--- src/rtl/fuzzy_pkg.sv ---
// Shared constants for the fuzzy coprocessor MMIO map and the scheduler FSM.
package fuzzy_pkg;

    localparam logic [7:0] ADDR_CTRL   = 8'h00;
    localparam logic [7:0] ADDR_STATUS = 8'h01;
    localparam logic [7:0] ADDR_T      = 8'h02;
    localparam logic [7:0] ADDR_G      = 8'h04;

    localparam int CTRL_START    = 0;
    localparam int CTRL_REG_MODE = 1;
    localparam int CTRL_DT_MODE  = 2;
    localparam int CTRL_INIT     = 3;

    localparam int STATUS_BUSY  = 0;
    localparam int STATUS_VALID = 1;

    typedef enum logic [2:0] {
        ST_IDLE,
        ST_PRECHK,
        ST_WR_T,
        ST_WR_INIT,
        ST_WR_CTRL,
        ST_POLL,
        ST_RD_G,
        ST_ACK
    } sched_state_t;

    function automatic logic [7:0] ctrl_word(input logic start, input logic reg_mode,
                                             input logic dt_mode, input logic init);
        logic [7:0] w;
        w                = '0;
        w[CTRL_START]    = start;
        w[CTRL_REG_MODE] = reg_mode;
        w[CTRL_DT_MODE]  = dt_mode;
        w[CTRL_INIT]     = init;
        return w;
    endfunction

endpackage

--- src/rtl/fuzzy_sched_rr_arbiter.sv ---
// Round-robin arbiter: grants the first requester at or after ptr.
module rr_arbiter #(
    parameter  int N_CH  = 4,
    localparam int IDX_W = $clog2(N_CH)
) (
    input  logic [N_CH-1:0]  req,
    input  logic [IDX_W-1:0] ptr,
    output logic [N_CH-1:0]  grant_onehot,
    output logic [IDX_W-1:0] grant_idx,
    output logic             any
);

    int cand;

    // NOTE: every output gets a default before the search so no latch is inferred.
    always_comb begin
        grant_onehot = '0;
        grant_idx    = '0;
        any          = 1'b0;
        cand         = 0;
        for (int k = 0; k < N_CH; k++) begin
            cand = int'(ptr) + k;
            if (cand >= N_CH) cand = cand - N_CH;
            if (!any && req[IDX_W'(cand)]) begin
                any                           = 1'b1;
                grant_idx                     = IDX_W'(cand);
                grant_onehot[IDX_W'(cand)]    = 1'b1;
            end
        end
    end

endmodule

--- src/rtl/fuzzy_sched.sv ---
// Shares one fuzzy coprocessor between N_CH requesters: arbitrate, write T and
// CTRL over MMIO, poll STATUS, read G and hand it back with a one-cycle ack.
module fuzzy_sched
    import fuzzy_pkg::*;
#(
    parameter  int N_CH    = 4,
    parameter  int TIMEOUT = 64,
    parameter  int RD_LAT  = 1,
    localparam int IDX_W   = $clog2(N_CH)
) (
    input  logic              clk,
    input  logic              rst,
    input  logic              enable,
    input  logic              cfg_reg_mode,
    input  logic              cfg_dt_mode,
    input  logic [N_CH-1:0]   ch_req,
    input  logic [N_CH*8-1:0] ch_T,
    output logic [N_CH-1:0]   ch_ack,
    output logic [7:0]        res_G,
    output logic [IDX_W-1:0]  res_ch,
    output logic              res_err,
    output logic              sched_busy,
    output logic              cs,
    output logic              wr,
    output logic              rd,
    output logic [7:0]        addr,
    output logic [7:0]        wdata,
    input  logic [7:0]        rdata
);

    localparam int         CNT_W    = $clog2(TIMEOUT + 1);
    localparam logic [1:0] LAT_LAST = 2'(RD_LAT);

    sched_state_t     state;
    logic [1:0]       lat_cnt;
    logic [CNT_W-1:0] tmo_cnt;
    logic [IDX_W-1:0] cur_ch;
    logic [7:0]       cur_T;
    logic             cur_reg;
    logic             cur_dt;
    logic [IDX_W-1:0] rr_ptr;
    logic [IDX_W-1:0] last_ch;
    logic             last_valid;

    logic [N_CH-1:0]  arb_onehot;
    logic [IDX_W-1:0] arb_idx;
    logic             arb_any;
    logic [7:0]       sel_T;
    logic             read_done;
    logic             tmo_hit;
    logic             need_init;
    logic [IDX_W-1:0] next_ptr;

    rr_arbiter #(.N_CH(N_CH)) u_arb (
        .req          (ch_req),
        .ptr          (rr_ptr),
        .grant_onehot (arb_onehot),
        .grant_idx    (arb_idx),
        .any          (arb_any)
    );

    always_comb begin
        sel_T = '0;
        for (int i = 0; i < N_CH; i++) begin
            if (arb_onehot[i]) sel_T = sel_T | ch_T[8*i +: 8];
        end
    end

    // A read is one strobe cycle followed by RD_LAT wait cycles; rdata is taken on the last.
    assign read_done  = (lat_cnt == LAT_LAST);
    assign tmo_hit    = (int'(tmo_cnt) + 1) >= TIMEOUT;
    assign need_init  = cur_dt && (!last_valid || (last_ch != cur_ch));
    assign next_ptr   = (int'(cur_ch) == N_CH - 1) ? '0 : cur_ch + IDX_W'(1);
    assign sched_busy = (state != ST_IDLE);

    // NOTE: sequential state uses non-blocking assignments so every register sees pre-edge values.
    always_ff @(posedge clk or negedge rst) begin
        if (!rst) begin
            state      <= ST_IDLE;
            lat_cnt    <= '0;
            tmo_cnt    <= '0;
            cur_ch     <= '0;
            cur_T      <= '0;
            cur_reg    <= 1'b0;
            cur_dt     <= 1'b0;
            rr_ptr     <= '0;
            last_ch    <= '0;
            last_valid <= 1'b0;
            res_G      <= '0;
            res_ch     <= '0;
            res_err    <= 1'b0;
        end else begin
            case (state)
                ST_IDLE: begin
                    if (enable && arb_any) begin
                        cur_ch  <= arb_idx;
                        cur_T   <= sel_T;
                        cur_reg <= cfg_reg_mode;
                        cur_dt  <= cfg_dt_mode;
                        lat_cnt <= '0;
                        state   <= ST_PRECHK;
                    end
                end
                ST_PRECHK: begin
                    if (read_done) begin
                        lat_cnt <= '0;
                        if (!rdata[STATUS_BUSY]) state <= ST_WR_T;
                    end else begin
                        lat_cnt <= lat_cnt + 2'd1;
                    end
                end
                ST_WR_T: begin
                    state <= need_init ? ST_WR_INIT : ST_WR_CTRL;
                end
                ST_WR_INIT: begin
                    state <= ST_WR_CTRL;
                end
                ST_WR_CTRL: begin
                    tmo_cnt <= '0;
                    lat_cnt <= '0;
                    state   <= ST_POLL;
                end
                ST_POLL: begin
                    if (int'(tmo_cnt) < TIMEOUT) tmo_cnt <= tmo_cnt + CNT_W'(1);
                    if (read_done) begin
                        lat_cnt <= '0;
                        if (rdata[STATUS_VALID]) begin
                            state <= ST_RD_G;
                        end else if (tmo_hit) begin
                            res_G   <= '0;
                            res_err <= 1'b1;
                            res_ch  <= cur_ch;
                            state   <= ST_ACK;
                        end
                    end else begin
                        lat_cnt <= lat_cnt + 2'd1;
                    end
                end
                ST_RD_G: begin
                    if (read_done) begin
                        lat_cnt <= '0;
                        res_G   <= rdata;
                        res_err <= 1'b0;
                        res_ch  <= cur_ch;
                        state   <= ST_ACK;
                    end else begin
                        lat_cnt <= lat_cnt + 2'd1;
                    end
                end
                ST_ACK: begin
                    rr_ptr     <= next_ptr;
                    last_ch    <= cur_ch;
                    last_valid <= 1'b1;
                    state      <= ST_IDLE;
                end
                default: state <= ST_IDLE;
            endcase
        end
    end

    // Strobes decode straight from state so an async reset drops them at once.
    always_comb begin
        cs    = 1'b0;
        wr    = 1'b0;
        rd    = 1'b0;
        addr  = '0;
        wdata = '0;
        case (state)
            ST_PRECHK, ST_POLL: begin
                if (lat_cnt == 2'd0) begin
                    cs   = 1'b1;
                    rd   = 1'b1;
                    addr = ADDR_STATUS;
                end
            end
            ST_WR_T: begin
                cs    = 1'b1;
                wr    = 1'b1;
                addr  = ADDR_T;
                wdata = cur_T;
            end
            ST_WR_INIT: begin
                cs    = 1'b1;
                wr    = 1'b1;
                addr  = ADDR_CTRL;
                wdata = ctrl_word(1'b0, 1'b0, 1'b0, 1'b1);
            end
            ST_WR_CTRL: begin
                cs    = 1'b1;
                wr    = 1'b1;
                addr  = ADDR_CTRL;
                wdata = ctrl_word(1'b1, cur_reg, cur_dt, 1'b0);
            end
            ST_RD_G: begin
                if (lat_cnt == 2'd0) begin
                    cs   = 1'b1;
                    rd   = 1'b1;
                    addr = ADDR_G;
                end
            end
            default: ;
        endcase
    end

    always_comb begin
        ch_ack = '0;
        if (state == ST_ACK) ch_ack[cur_ch] = 1'b1;
    end

endmodule

--- config.mk ---
export PLATFORM = sky130hd
export DESIGN_NAME = fuzzy_sched
export DESIGN_NICKNAME = d
export VERILOG_FILES = /design/src/rtl/fuzzy_pkg.sv /design/src/rtl/fuzzy_sched_rr_arbiter.sv /design/src/rtl/fuzzy_sched.sv
export SDC_FILE = /design/constraint.sdc
export NUM_CORES = 1
export LEC_CHECK = 0
export ABC_CLOCK_PERIOD_IN_PS = 3310
export BUFFER_PORTS_ARGS = -buffer_cell sky130_fd_sc_hd__clkbuf_2
export CAP_MARGIN = 10
export CORE_MARGIN = 10
export CORE_UTILIZATION = 40
export DETAILED_ROUTE_END_ITERATION = 10
export PLACE_DENSITY = 0.72
export SYNTH_ARGS = -nofsm -noshare
export SYNTH_HDL_FRONTEND = slang
export SYNTH_HIERARCHICAL = 1
export SYNTH_SLANG_ARGS = --single-unit
--- constraint.sdc ---
create_clock -name clk -period 3.31 [get_ports clk]
set_input_delay 0.1655 -clock clk [delete_from_list [all_inputs] [get_ports clk]]
set_output_delay 0.1655 -clock clk [all_outputs]
set_load 0.005 [all_outputs]
### After elaboration in Yosys (flattened, before gate mapping)

Index checks and enable logic that the tools add are counted.

* register bits after elaboration: 40
* bits in latches: 0
* RAM bits: 0
* memory bits (read-only): 0
* bits of input ports: 49
* output and inout bits: 35
* logic and storage cells: 175
* memories kept: 0

* add/sub/neg operators: 11
* multiply operators: 0
* divide/modulo/power cells: 0
* order comparisons: 16
* eq/ne operators: 19
* shift-type cells: 0
* multiplexer cells: 81
* bitwise logic cells: 6
* reductions and logical operators: 29

Operators with widths (count)
* $mux W8: 8
* $mux W2: 15
* $mux W3: 9
* $mux W1: 25
* $or A8 B8 Y8: 3
* $pmux W3 S8: 1
* $pmux W8 S3: 1
* $mux W4: 5
* $lt A2 B4 Y1 const B: 4
* $ne A2 B2 Y1 const B: 8
* $pmux W8 S2: 1
* $pmux W7 S2: 1
* $eq A3 B3 Y1 const B: 4
* $or A4 B4 Y4: 3
* $demux W1 S2: 5
* $ge A2 B1 Y1 const B: 5
* $logic_and A1 B1 Y1: 10
* $ge A3 B3 Y1 const B: 3
* $pmux W3 S3: 1
* $add A7 B1 Y8 const B: 1
* $bmux W1 S2: 4
* $ge A8 B7 Y1 const B: 1
* $sub A2 B1 Y2 const B: 4
* $add A7 B1 Y7 const B: 1
* other kinds (26): 39

### Longest topological paths before layout

* word-level depth: 22
* gate-level depth with buffers: 12
* gate-level depth less buffers: 9

### By module

Netlist, hierarchy kept.

By module, submodules not included
* fuzzy_sched: times used 1, cells each 247, area each 2207.1 um^2, sequential area each 1001.0 um^2
* rr_arbiter: times used 1, cells each 63, area each 500.5 um^2, sequential area each 0.0 um^2

### Least setup slack after synthesis

No wires, ideal clock.

* path kind: reg2reg
* from: reg rr_ptr[0]
* to: reg state[0]
* library setup time: 0.128 ns
* data arrival time: 2.765 ns
* required time: 3.182 ns
* setup slack: 0.417 ns
* stages on the path, launching flop included: 12
* buffers on the path: 2
* clock period less this slack: 2.893 ns
* cell sequence: dfrtp_1 > buf_4 > inv_1 > ha_1 > clkbuf_1 > mux4_2 > nor2_2 > nand2_1 > a21oi_1 > nor3b_1 > a211oi_2 > mux2_1

* cells in the longest elaborated chain, start to end: 18
* elaborated cells between the ends (all ways): 40
* those cells by class: add/sub (7); order compare (4); eq/ne (1); mux (20); reduce/logical (8)

RTL lines
* from (decl): line fuzzy_sched.sv:41 `logic [IDX_W-1:0] rr_ptr;`
* from (signal assigned): line fuzzy_sched.sv:151 `rr_ptr <= next_ptr;`
* branches (longest 14 deep; another with $add A2 B1 Y3)
* $mux W1 *: line fuzzy_sched_rr_arbiter.sv:24 `if (!any && req[IDX_W'(cand)]) begin`
* named net arb_any: line fuzzy_sched.sv:47 `logic arb_any;`
* $logic_and A1 B1 Y1 *: line fuzzy_sched.sv:95 `if (enable && arb_any) begin`
* $ne A2 B2 Y1 (no source line) *
* $reduce_and A6 Y1 (no source line) *
* to (signal assigned): line fuzzy_sched.sv:113 `state <= need_init ? ST_WR_INIT : ST_WR_CTRL;`
* to (decl): line fuzzy_sched.sv:34 `sched_state_t state;`

Mark *: on every way through the listed nets, which the timed path passes. The select of a mux whose other input is x is not followed.
A chain may end at the register's enable or synchronous reset.

### Worst setup path in the final report

* from: reg rr_ptr[1]
* to: reg cur_T[2]

* cells in the longest elaborated chain, start to end: 22
* elaborated cells between the ends (all ways): 73
* those cells by class: add/sub (7); order compare (12); mux (36); bitwise (6); reduce/logical (12)

RTL lines
* branches (longest 14 deep; another with $lt A2 B4 Y1)
* $mux W4 *: line fuzzy_sched_rr_arbiter.sv:24
* named net arb_onehot[0]: line fuzzy_sched.sv:45 `logic [N_CH-1:0] arb_onehot;`
* $mux W8 *: line fuzzy_sched.sv:65 `if (arb_onehot[i]) sel_T = sel_T | ch_T[8*i +: 8];`
* $or A8 B8 Y8: line fuzzy_sched.sv:65
* $mux W8 *: line fuzzy_sched.sv:65
* $or A8 B8 Y8: line fuzzy_sched.sv:65
* $mux W8 *: line fuzzy_sched.sv:65
* $or A8 B8 Y8: line fuzzy_sched.sv:65
* $mux W8 *: line fuzzy_sched.sv:65
* to (signal assigned): line fuzzy_sched.sv:97 `cur_T <= sel_T;`
* to (decl): line fuzzy_sched.sv:38 `logic [7:0] cur_T;`

Marks and branches as above.

==> results.json <==
{
  "routedWlPerCell_um": 16.2,
  "cp.required_ns": 3.53,
  "drtPass1Iterations": 4,
  "antenna_found_initial": 0,
  "reg2reg_from": "rr_ptr[1]$_DFFE_PN0P_",
  "m1WireLength_um": 3390,
  "p_sw_uw": 1280,
  "p_clk_share_pct": 11.8,
  "critical_path_depth": 8,
  "die_h_um": 102,
  "dp_hpwl_um": 5670,
  "p_comb_share_pct": 56.4,
  "final.setup_skew_ns": 0.00754,
  "avgViaCountPerCell": 5.53,
  "r2r_slack_ns": 0.34,
  "drive_above_1_share_pct": 27.4,
  "pre_cts_ws_ns": 0.400,
  "clk_latency_ns": 0.30,
  "ys_warn_count": 6,
  "initial_core_util_pct": 41.9,
  "relSlewSlack_pct": 32.8,
  "rows": 29,
  "drt_iter0_drc": 142,
  "setup_slack_ns": 0.335,
  "grt_usage_pct": 14.4,
  "grt_max_degree": 41,
  "syn_to_final_growth_pct": 18.3,
  "wl_met3_um": 633,
  "drv_cap": 0,
  "r2r_cells": 8,
  "arrival_ns": 3.19,
  "p_seq_share_pct": 31.9,
  "coreArea_um2": 6460,
  "synthArstFlopShare_pct": 100,
  "port_buffers": 78,
  "worst_hold_slack_ns": 0.0213,
  "clockRootBuffer": "clkbuf_8",
  "finalSetupViolCount": 0,
  "top_layer": "met4",
  "setup_tns_ns": 0,
  "cp-startpoint": "rr_ptr[1]$_DFFE_PN0P_",
  "place_congestion": 0.901,
  "p_sw_share_pct": 45.6,
  "reg2reg_to": "cur_T[2]$_DFFE_PN0P_",
  "overflow": 0,
  "reg_top3": "cur_T x8, res_G x8, tmo_cnt x7",
  "fmax_ghz": 0.336,
  "ant_nets": 0,
  "worst_setup_path_end_kind": "flip-flop",
  "cp_top_family": "compound AO/OA/AOI/OAI gates",
  "ir_drop_uv": 286,
  "avgSynthCellArea_um2": 8.73,
  "critPathMaxStageDelay_ns": 0.77,
  "ys_seq_area_share_pct": 37.0,
  "cts_resized": 0,
  "htreeDepth": 2,
  "critPathMaxFanout": 10,
  "cts_setup_buffers": 0,
  "rsz0062_at_grt": "false",
  "critPathKind": "flip-flop to flip-flop",
  "antennaDiodeCount": 0,
  "die_area_um2": 10500,
  "routed_wl_um": 7470,
  "total_power_uw": 2800,
  "power_leakage_uw": 0.00150,
  "synth_enable_flop_cells": 0,
  "clock_path_buffers": 2,
  "min_period_over_period_pct": 89.9,
  "worstMarginPinSlew_ns": 1.01,
  "cts_made_buffers": 5,
  "critical_path.startpoint_type": "flip-flop",
  "internal_power_uw": 1520,
  "met2_length_um": 3410,
  "ios": 84,
  "yosys.cell_types.count": 52,
  "critPathSlowestCell": "o21ai_0",
  "synth_cells": 310,
  "synth-seq-cells": 40,
  "clock_sinks": 40,
  "postCtsHoldBufs": 0,
  "period_needed_ns": 2.97,
  "vias": 2543,
  "grt_pass1_wl_um": 12500,
  "synth_ff_type": "dfrtp_1",
  "power_density_nw_per_um2": 875,
  "syn_area_um2": 2710,
  "nets": 444,
  "cts_tree": "yes",
  "die_w_um": 102,
  "grt_pass1_vias": 2474,
  "crit_chain": "inv_1 -> ha_1 -> mux4_2 -> nor2b_1 -> a221oi_1 -> o21ai_0 -> a22oi_1 -> a31oi_1",
  "status": "complete, no violations",
  "cp.buffers_inverters": 1,
  "cts.clk_slew.worst_paths_ns": 0.08,
  "drv_slew": 0,
  "drc": 0,
  "hold_viol_final": 0,
  "hold_class": "input port to async pin"
}
## cells in the final DEF (no fill, tap or decap), drive strengths merged, types with 3 or more instances in the layout
master,Yosys,final
buf,17,4
nand2,45,45
o211ai,3,3
o22ai,3,3
clkinv,0,3
a31oi,12,12
and2,8,8
nor2b,8,8
a22o,7,7
nor3,9,9
nor2,28,28
mux2i,3,3
dfrtp,40,40
mux2,3,3
nand3,10,10
nand2b,4,4
o21ai,26,26
nor3b,3,3
ha,13,13
conb,1,5
mux4,4,4
a21oi,4,4
clkbuf,4,83
a22oi,18,18
inv,8,8
## cells by family (layout without fill, tap and decap cells)
logic type	Yosys count	after routing	share of synthesized area (%)
other	1	5	0.138
buffers and inverters	29	98	5.64
adders and majority gates	13	13	6.01
xor gates and xnor gates	2	2	0.647
and+or+nand+nor	126	126	22.6
muxes	10	10	5.68
DFF	40	40	37.0
AOI/OAI and AO/OA	89	89	22.4
## synthesized netlist by cell type (2+ instances only)
cell type	instances	area, um^2
nand2b_1	4	25.0
mux2_2	2	22.5
o31ai_1	2	15.0
ha_1	13	163
buf_2	5	25.0
and2b_1	2	15.0
nor2_2	3	18.8
a31oi_1	12	75.1
inv_1	8	30.0
nor2_1	25	93.8
and2_1	8	50.1
o21ai_0	26	130
a22o_1	7	61.3
buf_1	4	15.0
mux2i_1	3	30.0
nor2b_1	8	50.1
nor4b_1	2	17.5
a21oi_1	4	20.0
buf_6	2	22.5
clkbuf_1	4	15.0
nor3_1	9	45.0
nand3_1	10	50.1
a221oi_1	2	17.5
a22oi_1	18	135
mux4_2	4	90.1
a21o_1	2	15.0
dfrtp_1	40	1000
xnor2_1	2	17.5
o22ai_1	3	18.8
nor3b_1	3	22.5
o2111ai_1	2	17.5
nand2_2	2	12.5
o211ai_1	3	22.5
buf_4	6	45.0
nand2_1	43	161
## power groups by stage
stage / clock [uW] / sequential (uW) / combinational [uW]
global placement: 0 / 896 / 1550
detailed placement: 0 / 900 / 1580
CTS: 336 / 893 / 1590
global route: 363 / 933 / 1800
floorplan: 0 / 865 / 1170
finish: 330 / 893 / 1580
## layout make-up
class | count | area [um^2]
fill | 608 | 3250
multi-input combinational | 245 | 1570
sequential | 40 | 1000
timing repair buffer | 82 | 420
tap | 77 | 96.3
clock buffer | 5 | 68.8
inverter | 8 | 30.0
clock inverter | 3 | 18.8
## layer usage
layer / vias up / GRT usage (%)
li1: 1256 / -
met1: 1202 / 19.4
met2: 78 / 22.0
met3: 7 / 5.06
met4: 0 / 2.28
met5: - / 0
## worst max-delay path by stage
stage / to / slack (ns)
2_1_floorplan: state[0]$_DFFE_PN0P_ / 0.42
3_3_place_gp: cur_T[1]$_DFFE_PN0P_ / 0.57
3_5_place_dp: cur_T[4]$_DFFE_PN0P_ / 0.40
4_1_cts: cur_T[2]$_DFFE_PN0P_ / 0.38
5_1_grt: cur_T[1]$_DFFE_PN0P_ / 0.07
6_report: cur_T[2]$_DFFE_PN0P_ / 0.34
## metrics by stage
step	utilization (%)	area, um^2	instances
2_1_floorplan	-	2720	314
6_report	49.6	3200	460
4_1_cts	49.6	3200	460
3_3_place_gp	48.3	3120	452
5_1_grt	49.6	3200	460
3_5_place_dp	48.3	3120	452
(Power assumes the default switching activity.)
